## config.mk

```make
export PLATFORM = sky130hd
export DESIGN_NAME = ramtest_ctrl_flat
export DESIGN_NICKNAME = d
export VERILOG_FILES = /design/src/rtl/ramtest_ctrl_if.sv /design/src/rtl/ramtest_ctrl.sv /design/src/flat_wrapper.sv
export SDC_FILE = /design/constraint.sdc
export NUM_CORES = 1
export LEC_CHECK = 0
export CORE_MARGIN = 8
export CORE_UTILIZATION = 40
export DETAILED_ROUTE_END_ITERATION = 8
export MAX_ROUTING_LAYER = met4
export PLACE_DENSITY = 0.72
export REMOVE_ABC_BUFFERS = 1
export SLEW_MARGIN = 20
export SYNTH_ARGS = -nofsm -noshare
export SYNTH_HDL_FRONTEND = slang
export SYNTH_SLANG_ARGS = --single-unit
```

## constraint.sdc

```tcl
create_clock -name sys_clk -period 4.37 [get_ports sys_clk]
set_clock_uncertainty 0.2 [all_clocks]
set_input_delay 0.437 -clock sys_clk [delete_from_list [all_inputs] [get_ports sys_clk]]
set_output_delay 0.437 -clock sys_clk [all_outputs]
set_load 0.01 [all_outputs]
```

## src/rtl/ramtest_ctrl_if.sv

```systemverilog
// Memory-controller user port 0: command, write-data and read-data FIFO signals.
// master = bridge side (issues commands, pushes writes, pops reads); slave = controller side.
interface ramtest_ctrl_if #(
    parameter int ADDR_WIDTH = 30
);
    logic                  p0_cmd_en;
    logic [2:0]            p0_cmd_instr;
    logic [5:0]            p0_cmd_bl;
    logic [ADDR_WIDTH-1:0] p0_cmd_byte_addr;
    logic                  p0_cmd_full;

    logic                  p0_wr_en;
    logic [31:0]           p0_wr_data;
    logic [3:0]            p0_wr_mask;
    logic                  p0_wr_full;
    logic [6:0]            p0_wr_count;

    logic                  p0_rd_en;
    logic [31:0]           p0_rd_data;
    logic                  p0_rd_empty;
    logic [6:0]            p0_rd_count;

    modport master (
        output p0_cmd_en, p0_cmd_instr, p0_cmd_bl, p0_cmd_byte_addr,
        input  p0_cmd_full,
        output p0_wr_en, p0_wr_data, p0_wr_mask,
        input  p0_wr_full, p0_wr_count,
        output p0_rd_en,
        input  p0_rd_data, p0_rd_empty, p0_rd_count
    );

    modport slave (
        input  p0_cmd_en, p0_cmd_instr, p0_cmd_bl, p0_cmd_byte_addr,
        output p0_cmd_full,
        input  p0_wr_en, p0_wr_data, p0_wr_mask,
        output p0_wr_full, p0_wr_count,
        input  p0_rd_en,
        output p0_rd_data, p0_rd_empty, p0_rd_count
    );
endinterface

```

## src/rtl/ramtest_ctrl.sv

```systemverilog
// Host pipe <-> memory-controller port 0 bridge: packs 16-bit pipe words into 32-bit
// FIFO words, issues fixed-length write/read bursts at a wrapping linear address.
module ramtest_ctrl #(
    parameter int BURST_LEN  = 32,
    parameter int FIFO_DEPTH = 64,
    parameter int ADDR_WIDTH = 30,
    parameter int MEM_BYTES  = 134217728
) (
    input  logic        sys_clk,
    input  logic        rst_n,
    input  logic [15:0] ep_wirein,
    input  logic        pipe_in_write,
    input  logic [15:0] pipe_in_data,
    output logic        pipe_in_ready,
    input  logic        pipe_out_read,
    output logic [15:0] pipe_out_data,
    output logic        pipe_out_ready,
    input  logic        calib_done,
    ramtest_ctrl_if.master p0,
    output logic [3:0]  led,
    output logic        overflow
);
    localparam int PEND_W = $clog2(FIFO_DEPTH + BURST_LEN + 1);
    localparam logic [ADDR_WIDTH-1:0] ADDR_STEP  = ADDR_WIDTH'(4 * BURST_LEN);
    localparam logic [ADDR_WIDTH-1:0] ADDR_LAST  = ADDR_WIDTH'(MEM_BYTES - 4 * BURST_LEN);
    localparam logic [6:0]            CNT_BURST  = 7'(BURST_LEN);
    localparam logic [6:0]            CNT_ROOM   = 7'(FIFO_DEPTH - BURST_LEN);
    localparam logic [PEND_W-1:0]     PEND_BURST = PEND_W'(BURST_LEN);
    localparam logic [PEND_W-1:0]     PEND_LIMIT = PEND_W'(FIFO_DEPTH - BURST_LEN);
    localparam logic [PEND_W-1:0]     PEND_ONE   = PEND_W'(1);

    logic soft_rst, write_mode, read_mode, unused_wirein;
    logic pop, rd_en, issue_wr, issue_rd;

    logic                  in_sel_reg, in_sel_next;
    logic [15:0]           low_half_reg, low_half_next;
    logic                  overflow_reg, overflow_next;
    logic                  wr_en_reg, wr_en_next;
    logic [31:0]           wr_data_reg, wr_data_next;
    logic                  out_sel_reg, out_sel_next;
    logic                  cmd_en_reg, cmd_en_next;
    logic [2:0]            cmd_instr_reg, cmd_instr_next;
    logic [ADDR_WIDTH-1:0] cmd_addr_reg, cmd_addr_next;
    logic [ADDR_WIDTH-1:0] wr_addr_reg, wr_addr_next;
    logic [ADDR_WIDTH-1:0] rd_addr_reg, rd_addr_next;
    logic [PEND_W-1:0]     pending_reg, pending_next;
    logic                  in_ready_reg, in_ready_next;
    logic                  out_ready_reg, out_ready_next;

    function automatic logic [ADDR_WIDTH-1:0] advance(input logic [ADDR_WIDTH-1:0] a);
        return (a >= ADDR_LAST) ? '0 : a + ADDR_STEP;
    endfunction

    assign soft_rst      = ep_wirein[2];
    assign write_mode    = ep_wirein[1] & ~ep_wirein[0] & ~ep_wirein[2];
    assign read_mode     = ep_wirein[0] & ~ep_wirein[1] & ~ep_wirein[2];
    assign unused_wirein = ^ep_wirein[15:3];

    assign pop   = pipe_out_read & ~p0.p0_rd_empty & ~soft_rst;
    assign rd_en = pop & out_sel_reg;

    // cmd_en_reg high means wr_count has not yet reflected the last write burst
    assign issue_wr = write_mode & calib_done & ~p0.p0_cmd_full
                    & (p0.p0_wr_count >= CNT_BURST) & ~cmd_en_reg;
    assign issue_rd = read_mode & calib_done & ~p0.p0_cmd_full & (pending_reg <= PEND_LIMIT);

    always_comb begin
        in_sel_next    = in_sel_reg;
        low_half_next  = low_half_reg;
        overflow_next  = overflow_reg;
        wr_en_next     = 1'b0;
        wr_data_next   = wr_data_reg;
        out_sel_next   = out_sel_reg ^ pop;
        cmd_en_next    = 1'b0;
        cmd_instr_next = cmd_instr_reg;
        cmd_addr_next  = cmd_addr_reg;
        wr_addr_next   = wr_addr_reg;
        rd_addr_next   = rd_addr_reg;
        in_ready_next  = write_mode & calib_done & (p0.p0_wr_count <= CNT_ROOM);
        out_ready_next = read_mode & (p0.p0_rd_count >= CNT_BURST);
        // pops of data left over from before a reset must not wrap the counter
        pending_next   = pending_reg + (issue_rd ? PEND_BURST : '0)
                       - ((rd_en && (pending_reg != '0 || issue_rd)) ? PEND_ONE : '0);

        if (pipe_in_write) begin
            in_sel_next = ~in_sel_reg;
            if (!in_sel_reg) begin
                low_half_next = pipe_in_data;
            end else if (p0.p0_wr_full) begin
                overflow_next = 1'b1;
            end else begin
                wr_en_next   = 1'b1;
                wr_data_next = {pipe_in_data, low_half_reg};
            end
        end

        if (issue_wr) begin
            cmd_en_next    = 1'b1;
            cmd_instr_next = 3'b000;
            cmd_addr_next  = wr_addr_reg;
            wr_addr_next   = advance(wr_addr_reg);
        end else if (issue_rd) begin
            cmd_en_next    = 1'b1;
            cmd_instr_next = 3'b001;
            cmd_addr_next  = rd_addr_reg;
            rd_addr_next   = advance(rd_addr_reg);
        end

        if (soft_rst) begin
            in_sel_next    = 1'b0;
            low_half_next  = '0;
            overflow_next  = 1'b0;
            wr_en_next     = 1'b0;
            out_sel_next   = 1'b0;
            cmd_en_next    = 1'b0;
            wr_addr_next   = '0;
            rd_addr_next   = '0;
            pending_next   = '0;
            in_ready_next  = 1'b0;
            out_ready_next = 1'b0;
        end
    end

    always_ff @(posedge sys_clk or negedge rst_n) begin
        if (!rst_n) begin
            in_sel_reg    <= 1'b0;
            low_half_reg  <= '0;
            overflow_reg  <= 1'b0;
            wr_en_reg     <= 1'b0;
            wr_data_reg   <= '0;
            out_sel_reg   <= 1'b0;
            cmd_en_reg    <= 1'b0;
            cmd_instr_reg <= 3'b000;
            cmd_addr_reg  <= '0;
            wr_addr_reg   <= '0;
            rd_addr_reg   <= '0;
            pending_reg   <= '0;
            in_ready_reg  <= 1'b0;
            out_ready_reg <= 1'b0;
        end else begin
            in_sel_reg    <= in_sel_next;
            low_half_reg  <= low_half_next;
            overflow_reg  <= overflow_next;
            wr_en_reg     <= wr_en_next;
            wr_data_reg   <= wr_data_next;
            out_sel_reg   <= out_sel_next;
            cmd_en_reg    <= cmd_en_next;
            cmd_instr_reg <= cmd_instr_next;
            cmd_addr_reg  <= cmd_addr_next;
            wr_addr_reg   <= wr_addr_next;
            rd_addr_reg   <= rd_addr_next;
            pending_reg   <= pending_next;
            in_ready_reg  <= in_ready_next;
            out_ready_reg <= out_ready_next;
        end
    end

    assign p0.p0_cmd_en        = cmd_en_reg;
    assign p0.p0_cmd_instr     = cmd_instr_reg;
    assign p0.p0_cmd_bl        = 6'(BURST_LEN - 1);
    assign p0.p0_cmd_byte_addr = cmd_addr_reg;
    assign p0.p0_wr_en         = wr_en_reg;
    assign p0.p0_wr_data       = wr_data_reg;
    assign p0.p0_wr_mask       = 4'b0000;
    assign p0.p0_rd_en         = rd_en;

    assign pipe_out_data  = out_sel_reg ? p0.p0_rd_data[31:16] : p0.p0_rd_data[15:0];
    assign pipe_in_ready  = in_ready_reg;
    assign pipe_out_ready = out_ready_reg;
    assign overflow       = overflow_reg;
    assign led            = {~overflow_reg, ~read_mode, ~write_mode, ~calib_done};
endmodule

```

## src/flat_wrapper.sv

```systemverilog
// flat-port wrapper written by rule: the top's interface ports become plain ports
module ramtest_ctrl_flat 
#(
    parameter int BURST_LEN  = 32,
    parameter int FIFO_DEPTH = 64,
    parameter int ADDR_WIDTH = 30,
    parameter int MEM_BYTES  = 134217728
)
  (sys_clk, rst_n, ep_wirein, pipe_in_write, pipe_in_data, pipe_in_ready, pipe_out_read, pipe_out_data, pipe_out_ready, calib_done, led, overflow, p0_p0_cmd_en, p0_p0_cmd_instr, p0_p0_cmd_bl, p0_p0_cmd_byte_addr, p0_p0_cmd_full, p0_p0_wr_en, p0_p0_wr_data, p0_p0_wr_mask, p0_p0_wr_full, p0_p0_wr_count, p0_p0_rd_en, p0_p0_rd_data, p0_p0_rd_empty, p0_p0_rd_count);
  ramtest_ctrl_if #(.ADDR_WIDTH(ADDR_WIDTH)) p0_i ();
  input  logic sys_clk;
  input  logic rst_n;
  input  logic [15:0] ep_wirein;
  input  logic pipe_in_write;
  input  logic [15:0] pipe_in_data;
  output logic pipe_in_ready;
  input  logic pipe_out_read;
  output logic [15:0] pipe_out_data;
  output logic pipe_out_ready;
  input  logic calib_done;
  output logic [3:0] led;
  output logic overflow;
  output wire logic [$bits(p0_i.p0_cmd_en)-1:0] p0_p0_cmd_en;
  output wire logic [$bits(p0_i.p0_cmd_instr)-1:0] p0_p0_cmd_instr;
  output wire logic [$bits(p0_i.p0_cmd_bl)-1:0] p0_p0_cmd_bl;
  output wire logic [$bits(p0_i.p0_cmd_byte_addr)-1:0] p0_p0_cmd_byte_addr;
  input wire logic [$bits(p0_i.p0_cmd_full)-1:0] p0_p0_cmd_full;
  output wire logic [$bits(p0_i.p0_wr_en)-1:0] p0_p0_wr_en;
  output wire logic [$bits(p0_i.p0_wr_data)-1:0] p0_p0_wr_data;
  output wire logic [$bits(p0_i.p0_wr_mask)-1:0] p0_p0_wr_mask;
  input wire logic [$bits(p0_i.p0_wr_full)-1:0] p0_p0_wr_full;
  input wire logic [$bits(p0_i.p0_wr_count)-1:0] p0_p0_wr_count;
  output wire logic [$bits(p0_i.p0_rd_en)-1:0] p0_p0_rd_en;
  input wire logic [$bits(p0_i.p0_rd_data)-1:0] p0_p0_rd_data;
  input wire logic [$bits(p0_i.p0_rd_empty)-1:0] p0_p0_rd_empty;
  input wire logic [$bits(p0_i.p0_rd_count)-1:0] p0_p0_rd_count;
  assign p0_p0_cmd_en = p0_i.p0_cmd_en;
  assign p0_p0_cmd_instr = p0_i.p0_cmd_instr;
  assign p0_p0_cmd_bl = p0_i.p0_cmd_bl;
  assign p0_p0_cmd_byte_addr = p0_i.p0_cmd_byte_addr;
  assign p0_i.p0_cmd_full = p0_p0_cmd_full;
  assign p0_p0_wr_en = p0_i.p0_wr_en;
  assign p0_p0_wr_data = p0_i.p0_wr_data;
  assign p0_p0_wr_mask = p0_i.p0_wr_mask;
  assign p0_i.p0_wr_full = p0_p0_wr_full;
  assign p0_i.p0_wr_count = p0_p0_wr_count;
  assign p0_p0_rd_en = p0_i.p0_rd_en;
  assign p0_i.p0_rd_data = p0_p0_rd_data;
  assign p0_i.p0_rd_empty = p0_p0_rd_empty;
  assign p0_i.p0_rd_count = p0_p0_rd_count;
  ramtest_ctrl #(.BURST_LEN(BURST_LEN), .FIFO_DEPTH(FIFO_DEPTH), .ADDR_WIDTH(ADDR_WIDTH), .MEM_BYTES(MEM_BYTES)) u_core (.sys_clk(sys_clk), .rst_n(rst_n), .ep_wirein(ep_wirein), .pipe_in_write(pipe_in_write), .pipe_in_data(pipe_in_data), .pipe_in_ready(pipe_in_ready), .pipe_out_read(pipe_out_read), .pipe_out_data(pipe_out_data), .pipe_out_ready(pipe_out_ready), .calib_done(calib_done), .p0(p0_i), .led(led), .overflow(overflow));
endmodule
```

==> results.ini <==
[run_status]
run_status = complete, no violations

[layout]
nets = 865
drive_above_1_share = 0.123
largest_reg_flops = 32
area_growth_pct = 35.5
fillers = 1342
antenna_cells = 0

[global_route]
grt_pass1_wl_mm = 28.3
antenna_found_initial = 0
track_usage = 0.181
grt_max_degree = 82
grt_overflow = 0
first_global_vias = 5411

[yosys]
synth.yosys.warnings = 0
synth.top_cells.by_count = dfrtp_1, nand2_1, mux2_2
synth_flop_cell = dfrtp_1
ys_seq_area_frac = 0.511
yosysMostFrequentCell = dfrtp_1
syn_area_um2 = 6460
async_flop_share = 1.00
yosysTopAreaCellShare = 0.511
syn_area_per_cell_um2 = 10.4
synth_cell_types = 60
syn_inst = 623
ys_ff_latch = 132
synth.area.top_cells = dfrtp_1, mux2_2, nand2_1
synth_edf_count = 0
netlist.top_cell.by_area = dfrtp_1

[setup_path]
critPathTopFamily = compound AO/OA/AOI/OAI gates
path_cells = inv_1 -> ha_1 -> or4b_1 -> a2111oi_4 -> buf_4 -> a311o_1 -> nor2_1
slowest_delay_ns = 0.71
end_kind = flop
path_depth = 7
arrival_ns = 3.41
reg2reg_depth = 7
worst-path-max-fanout = 33
crit_required_ns = 4.43
slowest_stage = a311o_1
worstSetupStartpointType = flop
path_class = flop to flop
crit_buf_inv = 2

[timing]
whs_ns = 0.286
rsz0062_at_grt = no
maxSlewHeadroom = 0.305
fmax_mhz = 299
fin_crit_ns = 3.35
setup_viol = 0
tns_ns = 0
fin_crit_sh = 0.766
tightestPinTransition_ns = 1.04
hold_violations = 0
slew_violations = 0

[routing]
viasPerCell = 5.26
drtIter0Drc = 373
wl_mm = 17.6
ant_nets = 0
dr.pass1.iters = 5
detail_route.wl_per_cell_um = 17.6
dr_total_vias = 5235
drc = 0

[placement]
gp_congestion = 0.865
port_buffers = 149
dp_hpwl_mm = 12.6

[power]
p_leak_uw = 0.00374
ir_drop_mv = 0.286
power.density_nw_per_um2 = 403

[clocking]
clk_pin_slew_worst_paths_ns = 0.05
root_buffer = clkbuf_16
cts_resized = 0
htreeDepth = 4
cts_tree = done
clockBufferDepth = 2
numClockSinks = 132
cts_buffers = 17
clock_latency_ns = 0.42

[hold_path]
hold_depth = 2
hp-class = flop to flop

[die]
core_area_um2 = 15800
die_x_um = 143
io_pins = 187
rows = 46
die_area_um2 = 20500
start_util = 0.408
die_y_um = 143

[job]
drv_cap = 0

[stage by stage]
step                      cell area [um2]  power [uW]   util  instances  setup WS, ns
after detailed placement             8090        2010  0.511        963         0.768
final                                8750        3530  0.553        996          1.02
after global routing                 8750        3670  0.553        996         0.801
after global placement               8090        1970  0.511        963         0.815
after CTS                            8740        3550  0.552        995         0.973
after floorplan                      6250        1660      -        590         0.143
[logic make-up (layout without fill, tap and decap cells)]
logic type / after synthesis / count (layout) / synth area share
DFF: 132 / 132 / 0.511
other: 2 / 19 / 0.00116
buffers and inverters: 67 / 207 / 0.0519
xor gates and xnor gates: 18 / 18 / 0.0244
adders and majority gates: 12 / 12 / 0.0244
AOI/OAI and AO/OA: 111 / 111 / 0.113
muxes: 69 / 69 / 0.116
and+or+nand+nor: 212 / 212 / 0.157
[worst min-delay path, delay by kind of cell (launching register included)]
kind	cells	cell delay, ns
simple gates	2	0.12
flops	1	0.34
[worst paths after layout]
kind                       slack (ns)                              to                            from
min in group asynchronous        0.43        u_core.p0.p0_wr_data[25]                           rst_n
hold reg to reg                  0.29  u_core.p0.p0_cmd_byte_addr[24]  u_core.p0.p0_cmd_byte_addr[24]
setup reg to reg                 1.02          u_core.rd_addr_reg[13]           u_core.pending_reg[2]
hold / removal                   0.29  u_core.p0.p0_cmd_byte_addr[24]  u_core.p0.p0_cmd_byte_addr[24]
max in group asynchronous        2.78           u_core.pending_reg[2]                           rst_n
setup / recovery                 1.02          u_core.rd_addr_reg[13]           u_core.pending_reg[2]
[power by group]
group | switching, uW | internal (uW)
sequential | 61.8 | 1320
combinational | 278 | 327
clock | 519 | 1030
total | 859 | 2670
[layout make-up]
type,instances,area (um2),area share
Clock buffer,23,498,0.0569
Sequential cell,132,3300,0.377
Inverter,17,63.8,0.00729
Tap cell,216,270,0.0309
Multi-Input combinational cell,441,2900,0.331
Clock inverter,9,148,0.0169
Timing Repair Buffer,158,1580,0.180
[per-layer routing]
layer / part of all wire / wire [um] / up-vias / global-route usage
li1: - / - / 2458 / -
met1: 0.43 / 7540 / 2599 / 0.218
met2: 0.49 / 8640 / 152 / 0.293
met3: 0.063 / 1110 / 26 / 0.0477
met4: 0.016 / 273 / 0 / 0.0498
met5: 0 / 0 / - / -
[placed cells by master (no fill, tap or decap), types with 11 or more instances in the layout]
| cell | count |
|---|---|
| nand2_1 | 84 |
| ha_1 | 11 |
| a21oi_1 | 27 |
| clkbuf_16 | 17 |
| nand3_1 | 28 |
| mux2i_1 | 20 |
| nor2_1 | 39 |
| inv_1 | 16 |
| xor2_1 | 15 |
| mux2_2 | 49 |
| clkdlybuf4s50_1 | 148 |
| dfrtp_1 | 132 |
| conb_1 | 19 |
| o21ai_1 | 31 |
[repair_timing]
| action | in CTS | in global routing |
|---|---|---|
| setup buffers | 0 | 0 |
| hold endpoints to repair | 0 | 80 |
| hold buffers | 0 | 1 |
No activity file was read; power rests on OpenSTA's default activity.
